[src/rtl/ram_bist_ctrl_pkg.sv]
// Shared definitions for the RAM BIST controller: FSM state encoding,
// default march seed and error counter width.
package ram_bist_ctrl_pkg;

    localparam logic [2:0] ST_IDLE   = 3'd0;
    localparam logic [2:0] ST_W_UP   = 3'd1;
    localparam logic [2:0] ST_R_UP   = 3'd2;
    localparam logic [2:0] ST_DRAIN0 = 3'd3;
    localparam logic [2:0] ST_W_DN   = 3'd4;
    localparam logic [2:0] ST_R_DN   = 3'd5;
    localparam logic [2:0] ST_DRAIN1 = 3'd6;
    localparam logic [2:0] ST_DONE   = 3'd7;

    typedef enum logic [2:0] {
        S_IDLE   = ST_IDLE,
        S_W_UP   = ST_W_UP,
        S_R_UP   = ST_R_UP,
        S_DRAIN0 = ST_DRAIN0,
        S_W_DN   = ST_W_DN,
        S_R_DN   = ST_R_DN,
        S_DRAIN1 = ST_DRAIN1,
        S_DONE   = ST_DONE
    } bist_state_t;

    localparam logic [7:0] BIST_PATTERN = 8'hA5;
    localparam int         ERR_W        = 8;

endpackage

[src/rtl/ram_bist_ctrl_cmp_pipe.sv]
// Read-compare pipeline: delays expected data/address/phase by the RAM read
// latency, compares against data_out and tracks first failure and error count.
module bist_cmp_pipe
    import ram_bist_ctrl_pkg::*;
#(
    parameter int ADDR_W   = 4,
    parameter int DATA_W   = 8,
    parameter int READ_LAT = 1
) (
    input  logic              clk,
    input  logic              rst_n,
    input  logic              clr,
    input  logic              flush,
    input  logic              rd_vld,
    input  logic [ADDR_W-1:0] rd_addr,
    input  logic [DATA_W-1:0] rd_exp,
    input  logic              rd_phase,
    input  logic [DATA_W-1:0] data_out,
    output logic [ERR_W-1:0]  err_count,
    output logic [ADDR_W-1:0] fail_addr,
    output logic              fail_phase
);

    logic [READ_LAT-1:0]             vld_p;
    logic [READ_LAT-1:0][DATA_W-1:0] exp_p;
    logic [READ_LAT-1:0][ADDR_W-1:0] addr_p;
    logic [READ_LAT-1:0]             phase_p;
    logic                            mismatch;

    function automatic logic [ERR_W-1:0] sat_inc(input logic [ERR_W-1:0] c);
        return (c == '1) ? c : c + 1'b1;
    endfunction

    // Aborted or restarted runs must not let a stale read reach the counter.
    assign mismatch = vld_p[READ_LAT-1] && (data_out != exp_p[READ_LAT-1])
                      && !flush && !clr;

    always_ff @(posedge clk or negedge rst_n) begin
        if (!rst_n) begin
            vld_p      <= '0;
            exp_p      <= '0;
            addr_p     <= '0;
            phase_p    <= '0;
            err_count  <= '0;
            fail_addr  <= '0;
            fail_phase <= 1'b0;
        end else begin
            exp_p[0]   <= rd_exp;
            addr_p[0]  <= rd_addr;
            phase_p[0] <= rd_phase;
            for (int i = 1; i < READ_LAT; i++) begin
                exp_p[i]   <= exp_p[i-1];
                addr_p[i]  <= addr_p[i-1];
                phase_p[i] <= phase_p[i-1];
            end
            if (clr || flush) begin
                vld_p <= '0;
            end else begin
                vld_p[0] <= rd_vld;
                for (int i = 1; i < READ_LAT; i++) begin
                    vld_p[i] <= vld_p[i-1];
                end
            end

            if (clr) begin
                err_count  <= '0;
                fail_addr  <= '0;
                fail_phase <= 1'b0;
            end else if (mismatch) begin
                err_count <= sat_inc(err_count);
                if (err_count == '0) begin
                    fail_addr  <= addr_p[READ_LAT-1];
                    fail_phase <= phase_p[READ_LAT-1];
                end
            end
        end
    end

endmodule

[src/rtl/ram_bist_ctrl.sv]
// March-test BIST initiator for a synchronous dual-port RAM: FSM, address
// counter and registered RAM-side strobes; compare logic lives in bist_cmp_pipe.
module ram_bist_ctrl
    import ram_bist_ctrl_pkg::*;
#(
    parameter int                ADDR_W   = 4,
    parameter int                DATA_W   = 8,
    parameter int                DEPTH    = 16,
    parameter int                READ_LAT = 1,
    parameter logic [DATA_W-1:0] PATTERN  = DATA_W'(BIST_PATTERN)
) (
    input  logic              clk,
    input  logic              rst_n,
    input  logic              start,
    input  logic              abort,
    output logic [ADDR_W-1:0] waddr,
    output logic [ADDR_W-1:0] raddr,
    output logic              we,
    output logic              re,
    output logic [DATA_W-1:0] data_in,
    input  logic [DATA_W-1:0] data_out,
    output logic              busy,
    output logic              done,
    output logic              pass,
    output logic [ADDR_W-1:0] fail_addr,
    output logic              fail_phase,
    output logic [ERR_W-1:0]  err_count
);

    localparam int                DRN_W     = (READ_LAT > 1) ? $clog2(READ_LAT) : 1;
    localparam logic [ADDR_W-1:0] ADDR_LAST = ADDR_W'(DEPTH - 1);
    localparam logic [DRN_W-1:0]  DRN_LAST  = DRN_W'(READ_LAT - 1);

    bist_state_t       state, state_nxt;
    logic [ADDR_W-1:0] addr, addr_nxt;
    logic [DRN_W-1:0]  drn, drn_nxt;
    logic              run_clr;
    logic              flush;
    logic              we_nxt, re_nxt, busy_nxt;

    function automatic logic [DATA_W-1:0] march_data(input logic [ADDR_W-1:0] a,
                                                     input logic inv);
        logic [DATA_W-1:0] d;
        d = DATA_W'(a) ^ PATTERN;
        return inv ? ~d : d;
    endfunction

    always_comb begin
        state_nxt = state;
        addr_nxt  = addr;
        drn_nxt   = drn;
        run_clr   = 1'b0;
        flush     = 1'b0;
        unique case (state)
            S_IDLE: begin
                if (start && !abort) begin
                    state_nxt = S_W_UP;
                    addr_nxt  = '0;
                    drn_nxt   = '0;
                    run_clr   = 1'b1;
                end
            end
            S_W_UP: begin
                if (addr == ADDR_LAST) begin
                    state_nxt = S_R_UP;
                    addr_nxt  = '0;
                end else begin
                    addr_nxt = addr + 1'b1;
                end
            end
            S_R_UP: begin
                if (addr == ADDR_LAST) begin
                    state_nxt = S_DRAIN0;
                    drn_nxt   = '0;
                end else begin
                    addr_nxt = addr + 1'b1;
                end
            end
            S_DRAIN0: begin
                if (drn == DRN_LAST) begin
                    state_nxt = S_W_DN;
                    addr_nxt  = ADDR_LAST;
                end else begin
                    drn_nxt = drn + 1'b1;
                end
            end
            S_W_DN: begin
                if (addr == '0) begin
                    state_nxt = S_R_DN;
                    addr_nxt  = ADDR_LAST;
                end else begin
                    addr_nxt = addr - 1'b1;
                end
            end
            S_R_DN: begin
                if (addr == '0) begin
                    state_nxt = S_DRAIN1;
                    drn_nxt   = '0;
                end else begin
                    addr_nxt = addr - 1'b1;
                end
            end
            S_DRAIN1: begin
                if (drn == DRN_LAST) begin
                    state_nxt = S_DONE;
                end else begin
                    drn_nxt = drn + 1'b1;
                end
            end
            S_DONE:  state_nxt = S_IDLE;
            default: state_nxt = S_IDLE;
        endcase
        if (abort && (state != S_IDLE)) begin
            state_nxt = S_IDLE;
            flush     = 1'b1;
        end
    end

    // RAM strobes are registered from the next state so they stay aligned with state.
    assign we_nxt   = (state_nxt == S_W_UP) || (state_nxt == S_W_DN);
    assign re_nxt   = (state_nxt == S_R_UP) || (state_nxt == S_R_DN);
    assign busy_nxt = (state_nxt != S_IDLE) && (state_nxt != S_DONE);

    always_ff @(posedge clk or negedge rst_n) begin
        if (!rst_n) begin
            state   <= S_IDLE;
            addr    <= '0;
            drn     <= '0;
            we      <= 1'b0;
            re      <= 1'b0;
            busy    <= 1'b0;
            done    <= 1'b0;
            waddr   <= '0;
            raddr   <= '0;
            data_in <= '0;
        end else begin
            state <= state_nxt;
            addr  <= addr_nxt;
            drn   <= drn_nxt;
            we    <= we_nxt;
            re    <= re_nxt;
            busy  <= busy_nxt;
            if (run_clr) begin
                done <= 1'b0;
            end else if (state_nxt == S_DONE) begin
                done <= 1'b1;
            end
            if (we_nxt) begin
                waddr   <= addr_nxt;
                data_in <= march_data(addr_nxt, state_nxt == S_W_DN);
            end
            if (re_nxt) begin
                raddr <= addr_nxt;
            end
        end
    end

    // err_count settles in the DONE cycle, so pass is qualified from live flops.
    assign pass = done && (err_count == '0);

    bist_cmp_pipe #(
        .ADDR_W   (ADDR_W),
        .DATA_W   (DATA_W),
        .READ_LAT (READ_LAT)
    ) u_cmp (
        .clk        (clk),
        .rst_n      (rst_n),
        .clr        (run_clr),
        .flush      (flush),
        .rd_vld     (re),
        .rd_addr    (raddr),
        .rd_exp     (march_data(raddr, state == S_R_DN)),
        .rd_phase   (state == S_R_DN),
        .data_out   (data_out),
        .err_count  (err_count),
        .fail_addr  (fail_addr),
        .fail_phase (fail_phase)
    );

endmodule

[config.mk]
export PLATFORM = sky130hd
export DESIGN_NAME = ram_bist_ctrl
export DESIGN_NICKNAME = d
export VERILOG_FILES = /design/src/rtl/ram_bist_ctrl_pkg.sv /design/src/rtl/ram_bist_ctrl_cmp_pipe.sv /design/src/rtl/ram_bist_ctrl.sv
export SDC_FILE = /design/constraint.sdc
export NUM_CORES = 1
export LEC_CHECK = 0
export BUFFER_PORTS_ARGS = -buffer_cell sky130_fd_sc_hd__clkbuf_2
export CAP_MARGIN = 20
export CORE_UTILIZATION = 35
export CTS_BUF_LIST = sky130_fd_sc_hd__clkbuf_2
export CTS_CLUSTER_SIZE = 8
export DETAILED_ROUTE_END_ITERATION = 7
export PLACE_DENSITY = 0.57
export SETUP_SLACK_MARGIN = 0.02
export SYNTH_ARGS = -nofsm -noshare
export SYNTH_HDL_FRONTEND = slang
export SYNTH_SLANG_ARGS = --single-unit
[constraint.sdc]
create_clock -name clk -period 3.5 [get_ports clk]
set_input_delay 0.175 -clock clk [delete_from_list [all_inputs] [get_ports clk]]
set_output_delay 0.175 -clock clk [all_outputs]
set_load 0.02 [all_outputs]
# After elaboration in Yosys (flattened, before gate mapping)
# Cells that the tools add are included.
op_classes:
  add_sub_neg: 4
  eq_ne: 20
  muxes: 38
  bitwise: 4
  n_reduce_logical: 26
op_table:
  columns: ["op", "count"]
  rows:
  - ["$mux 8", 5]
  - ["$mux 4", 9]
  - ["$mux 3", 8]
  - ["$pmux 3 s8", 1]
  - ["$pmux 4 s6", 1]
  - ["$eq 3x3->1 const B", 7]
  - ["$not 8->8", 2]
  - ["$mux 1", 13]
  - ["$eq 3x2->1 const B", 3]
  - ["$add 8x1->8 const B", 1]
  - ["$eq 8x8->1 const B", 1]
  - ["$logic_not 8->1", 1]
  - ["$ne 8x8->1", 1]
  - ["$not 2->4", 2]
  - ["$logic_and 1x1->1", 7]
  - ["$eq 3x1->1 const B", 2]
  - ["$ne 2x2->1 const B", 3]
  - ["$reduce_bool 2->1", 3]
  - ["$reduce_bool 3->1", 2]
  - ["$add 4x1->4 const B", 1]
  - ["$eq 4x4->1 const B", 1]
  - ["$logic_not 4->1", 1]
  - ["$pmux 1 s4", 1]
  - ["$reduce_and 2->1", 2]
  - ["10 further kinds", 14]
totals:
  ff_bits: 55
  in_bits: 12
  output_inout_bits: 34
  elab_cells: 109

# Longest topological paths before layout
depth:
  depth_word: 8
  mapped_depth: 10
  depth_no_buf: 9

# Modules after synthesis
# From an unflattened synthesis, not the netlist that was laid out.
unflattened:
  hier_cells: 269
  area_unflattened_um2: 2844.0
by_module_without_submodules:
  columns: ["module", "n_inst", "cells_per_inst", "area_per_inst_um2", "seq_area_each_um2"]
  rows:
  - ["ram_bist_ctrl", 1, 174, 1657.8, 625.6]
  - ["bist_cmp_pipe", 1, 95, 1186.1, 675.6]

# Worst setup path before layout
# OpenSTA, ideal clock, no wires.
synth_timing:
  kind: "register to register"
  from: "register addr[0]"
  to: "register waddr[0]"
  setup_time_ps: 125
  arrival_time_ps: 2470
  t_required_ps: 3375
  path_slack_ps: 905
  path_stages_with_launch: 11
  path_buffers: 1
  period_less_slack_ps: 2595
  cell_sequence: "dfrtp_1 > inv_1 > ha_1 > or3b_1 > buf_6 > ha_1 > mux2_2 > a22oi_1 > a2bb2oi_1 > nand2_1 > mux2_4"
synth_via:
  word_cells_on_any_way: 20
  classes_between: "add/sub (2); eq/ne (3); mux (13); reduce/logical (2)"
synth_lines:
  columns: ["item", "line_no", "rtl"]
  rows:
  - ["start, declared", "ram_bist_ctrl.sv:35", "logic [ADDR_W-1:0] addr, addr_nxt;"]
  - ["start signal, assigned", "ram_bist_ctrl.sv:138", "addr <= addr_nxt;"]
  - ["$sub 4x1->4 (tied with other cells)", "ram_bist_ctrl.sv:92, ram_bist_ctrl.sv:100", null]
  - ["$mux 4, on equally long branches", null, null]
  - ["$pmux 4 s6 (*)", "ram_bist_ctrl.sv:54", "unique case (state)"]
  - ["named net addr_nxt[0]", "ram_bist_ctrl.sv:35", null]
  - ["end signal, assigned", "ram_bist_ctrl.sv:149", "waddr <= addr_nxt;"]
  - ["end, declared", "ram_bist_ctrl.sv:16", "output logic [ADDR_W-1:0] waddr,"]
# Mark *: on every way through the listed nets, which the timed path passes. The rest lies on a longest branch.
# A chain may end at the register's enable or synchronous reset.

# Worst setup path after layout
# Same ends and word-level chain as after synthesis.

==> flow_summary.ini <==
[outcome]
outcome = completed

[setup_path]
r2r_setup_slack_ps = 650
crit_arrival_ps = 3200
cp_max_fo = 7
r2r-start = addr[0]
critPathRequiredTime_ps = 3850
timing.rr.end = waddr[0]
critPathCaptureType = register
crit_type = register to register
critPathLaunchType = register
reg2reg_depth = 9

[cts]
cts_setup_buffers = 0
clkTransAtPathRegs_ps = 250
cts_buffer_depth = 2
clk-insertion-delay-late_ps = 440
cts_made_buffers = 5
htreeDepth = 2
post_cts_resized = 0
cts.sinks = 49
cts_tree = done
root_buffer = clkbuf_2

[min_path]
hp-start = start
hold_depth = 3
hold_class = input port to register
holdPathEnd = busy

[cells_and_area]
area_growth_pct = 14.3
fin_area_um2 = 3040
n_antenna_cell = 0
drive_gt1_frac = 0.246
final_cell_mix = clkbuf_2 (50), dfrtp_1 (49), nand2_1 (23)
final_common_cell = clkbuf_2
finalNetCount = 318
fin_util = 0.417
fill_cells = 736

[drt]
ant_nets = 0
avgViaCountPerCell = 5.18
drt-total-wl_mm = 5.67
drt-pass1-iter-count = 5
drc = 0
drtIter0Drc = 189
num_vias = 2071
avgRoutedWirePerCell_um = 14.2

[yosys]
synth-simple-area-share = 0.188
muxShareOfSynthArea = 0.0720
yosysWarnings = 0
yosys.area_share.adder = 0.0282
postSynthCellCount = 257
synthXorXnorAreaFrac = 0.0329
synth_edf_count = 0
synth_top_family_by_area = simple AND/OR/NAND/NOR gates
synth_flop_cell = dfrtp_1
synth_seq_cells = 49
synth_nets = 275
async_flop_share = 1.00
syn_area_um2 = 2660
synth_cell_types = 56
synth.yosys.seq_area_share = 0.461
syn-mean-instance-area_um2 = 10.4
synth_compound_area_frac = 0.168

[placement]
dpl_cell_area_um2 = 2950
place_hpwl_mm = 4.12
place_congestion = 0.877
io_buffer_count = 45

[timing]
rsz0062_at_grt = no
hold_viol = 0
max_freq_mhz = 350
setup-tns-final_ps = 0
setup_viol = 0
slew_viol_final = 0
worst_pin_slew_ps = 823
timing.final.crit_share = 0.815
min_period_ps = 2850
slew_headroom = 0.451
clock_skew_ps = 30.2

[floorplan]
core_area_um2 = 7290
ios = 46
die_h_um = 89.2
std_cell_rows = 31
die_x_um = 89.2
die-area_um2 = 7950
start_util = 0.365

[power]
total_power_uw = 1400
p_leak_uw = 0.00144
p_per_area_nw_per_um2 = 459
peakVddDrop_mv = 0.284

[global_routing]
grt_overflow = 0
grt_pass1_wl_mm = 9.45
grt_antenna_before_repair = 0
grt_usage = 0.155
grt_start_max_net_pins = 31
first_global_vias = 1927

[run]
cap_violations = 0
registers in the layout (all words and copies together) (netlist names):
name / count
addr: 4
busy: 1
data_in: 6
done: 1
raddr: 4
re: 1
state: 3
u_cmp.addr_p: 4
u_cmp.err_count: 8
u_cmp.exp_p: 6
u_cmp.fail_addr: 4
u_cmp.fail_phase: 1
u_cmp.vld_p: 1
waddr: 4
we: 1
synthesized netlist by cell type (4+ instances only):
library cell / instances / area share
o22ai_1: 5 / 0.012
xor2_1: 6 / 0.020
nor2_1: 15 / 0.021
nand2_1: 23 / 0.032
buf_2: 4 / 0.0075
nand2b_1: 9 / 0.021
buf_4: 5 / 0.014
mux2i_1: 9 / 0.034
a21oi_1: 10 / 0.019
and3_1: 6 / 0.014
or3_1: 5 / 0.012
o21ai_0: 8 / 0.015
inv_1: 13 / 0.018
ha_1: 6 / 0.028
dfrtp_1: 49 / 0.46
mux2_2: 5 / 0.021
xnor2_1: 4 / 0.013
a211oi_1: 4 / 0.011
clkbuf_1: 4 / 0.0056
nor3_1: 8 / 0.015
nand3_1: 9 / 0.017
worst max-delay path by stage:
stage	endpoint	slack [ps]	depth (start not counted)	from
detailed placement	waddr[0]	690	9	addr[0]
floorplan	waddr[0]	910	10	addr[0]
global placement	waddr[0]	770	9	addr[0]
CTS	waddr[0]	660	9	addr[0]
global route	waddr[0]	490	9	addr[0]
finish	waddr[0]	650	9	addr[0]
final cells by class:
| type | count | area (um2) | share of cell area |
|---|---|---|---|
| clock inverter | 3 | 47.5 | 0.0156 |
| tap | 99 | 124 | 0.0407 |
| clock buffer | 5 | 25.0 | 0.00823 |
| inverter | 13 | 48.8 | 0.0160 |
| sequential | 49 | 1230 | 0.403 |
| multi-input combinational | 181 | 1300 | 0.428 |
| timing repair buffer | 50 | 268 | 0.0881 |
what timing repair did:
action / CTS / global route
hold buffers: 2 / 0
endpoints found under the setup margin: 0 / 0
hold endpoints to repair: 22 / 0
layer usage:
metal	up-vias	GRT usage	share of wire
met3	4	0.0295	0.053
met2	65	0.233	0.44
li1	1015	-	-
met5	-	0	0
met4	0	0.0433	0.010
met1	987	0.227	0.50
metrics by stage:
step                      instances  hold WS, ps  worst slack (ps)
after floorplan                 257         -121               905
final                           400          197               646
after detailed placement        390          176               694
after global placement          390          173               770
after CTS                       400          191               658
after global routing            400          216               488
cell families (layout without fill, tap and decap cells):
group                      count (synthesis)  after routing
and+or+nand+nor                           93             93
adders and majority gates                  6              6
buffers and inverters                     27             71
DFF                                       49             49
muxes                                     17             17
AOI/OAI and AO/OA                         55             55
xor gates and xnor gates                  10             10
critical path, stage by stage, from the launching register on:
cell       delay, ps
dfrtp_1          520
inv_1            110
ha_1             190
or3b_1           470
ha_1             310
mux2_2           260
a22oi_1          180
a2bb2oi_1        310
nand2_1          150
mux2_4           280
report_power, final:
group          switching, uW  internal (uW)
Clock                    192            126
Combinational            207            152
Sequential              71.4            646
Total                    471            924
No activity file was read; power rests on OpenSTA's default activity.
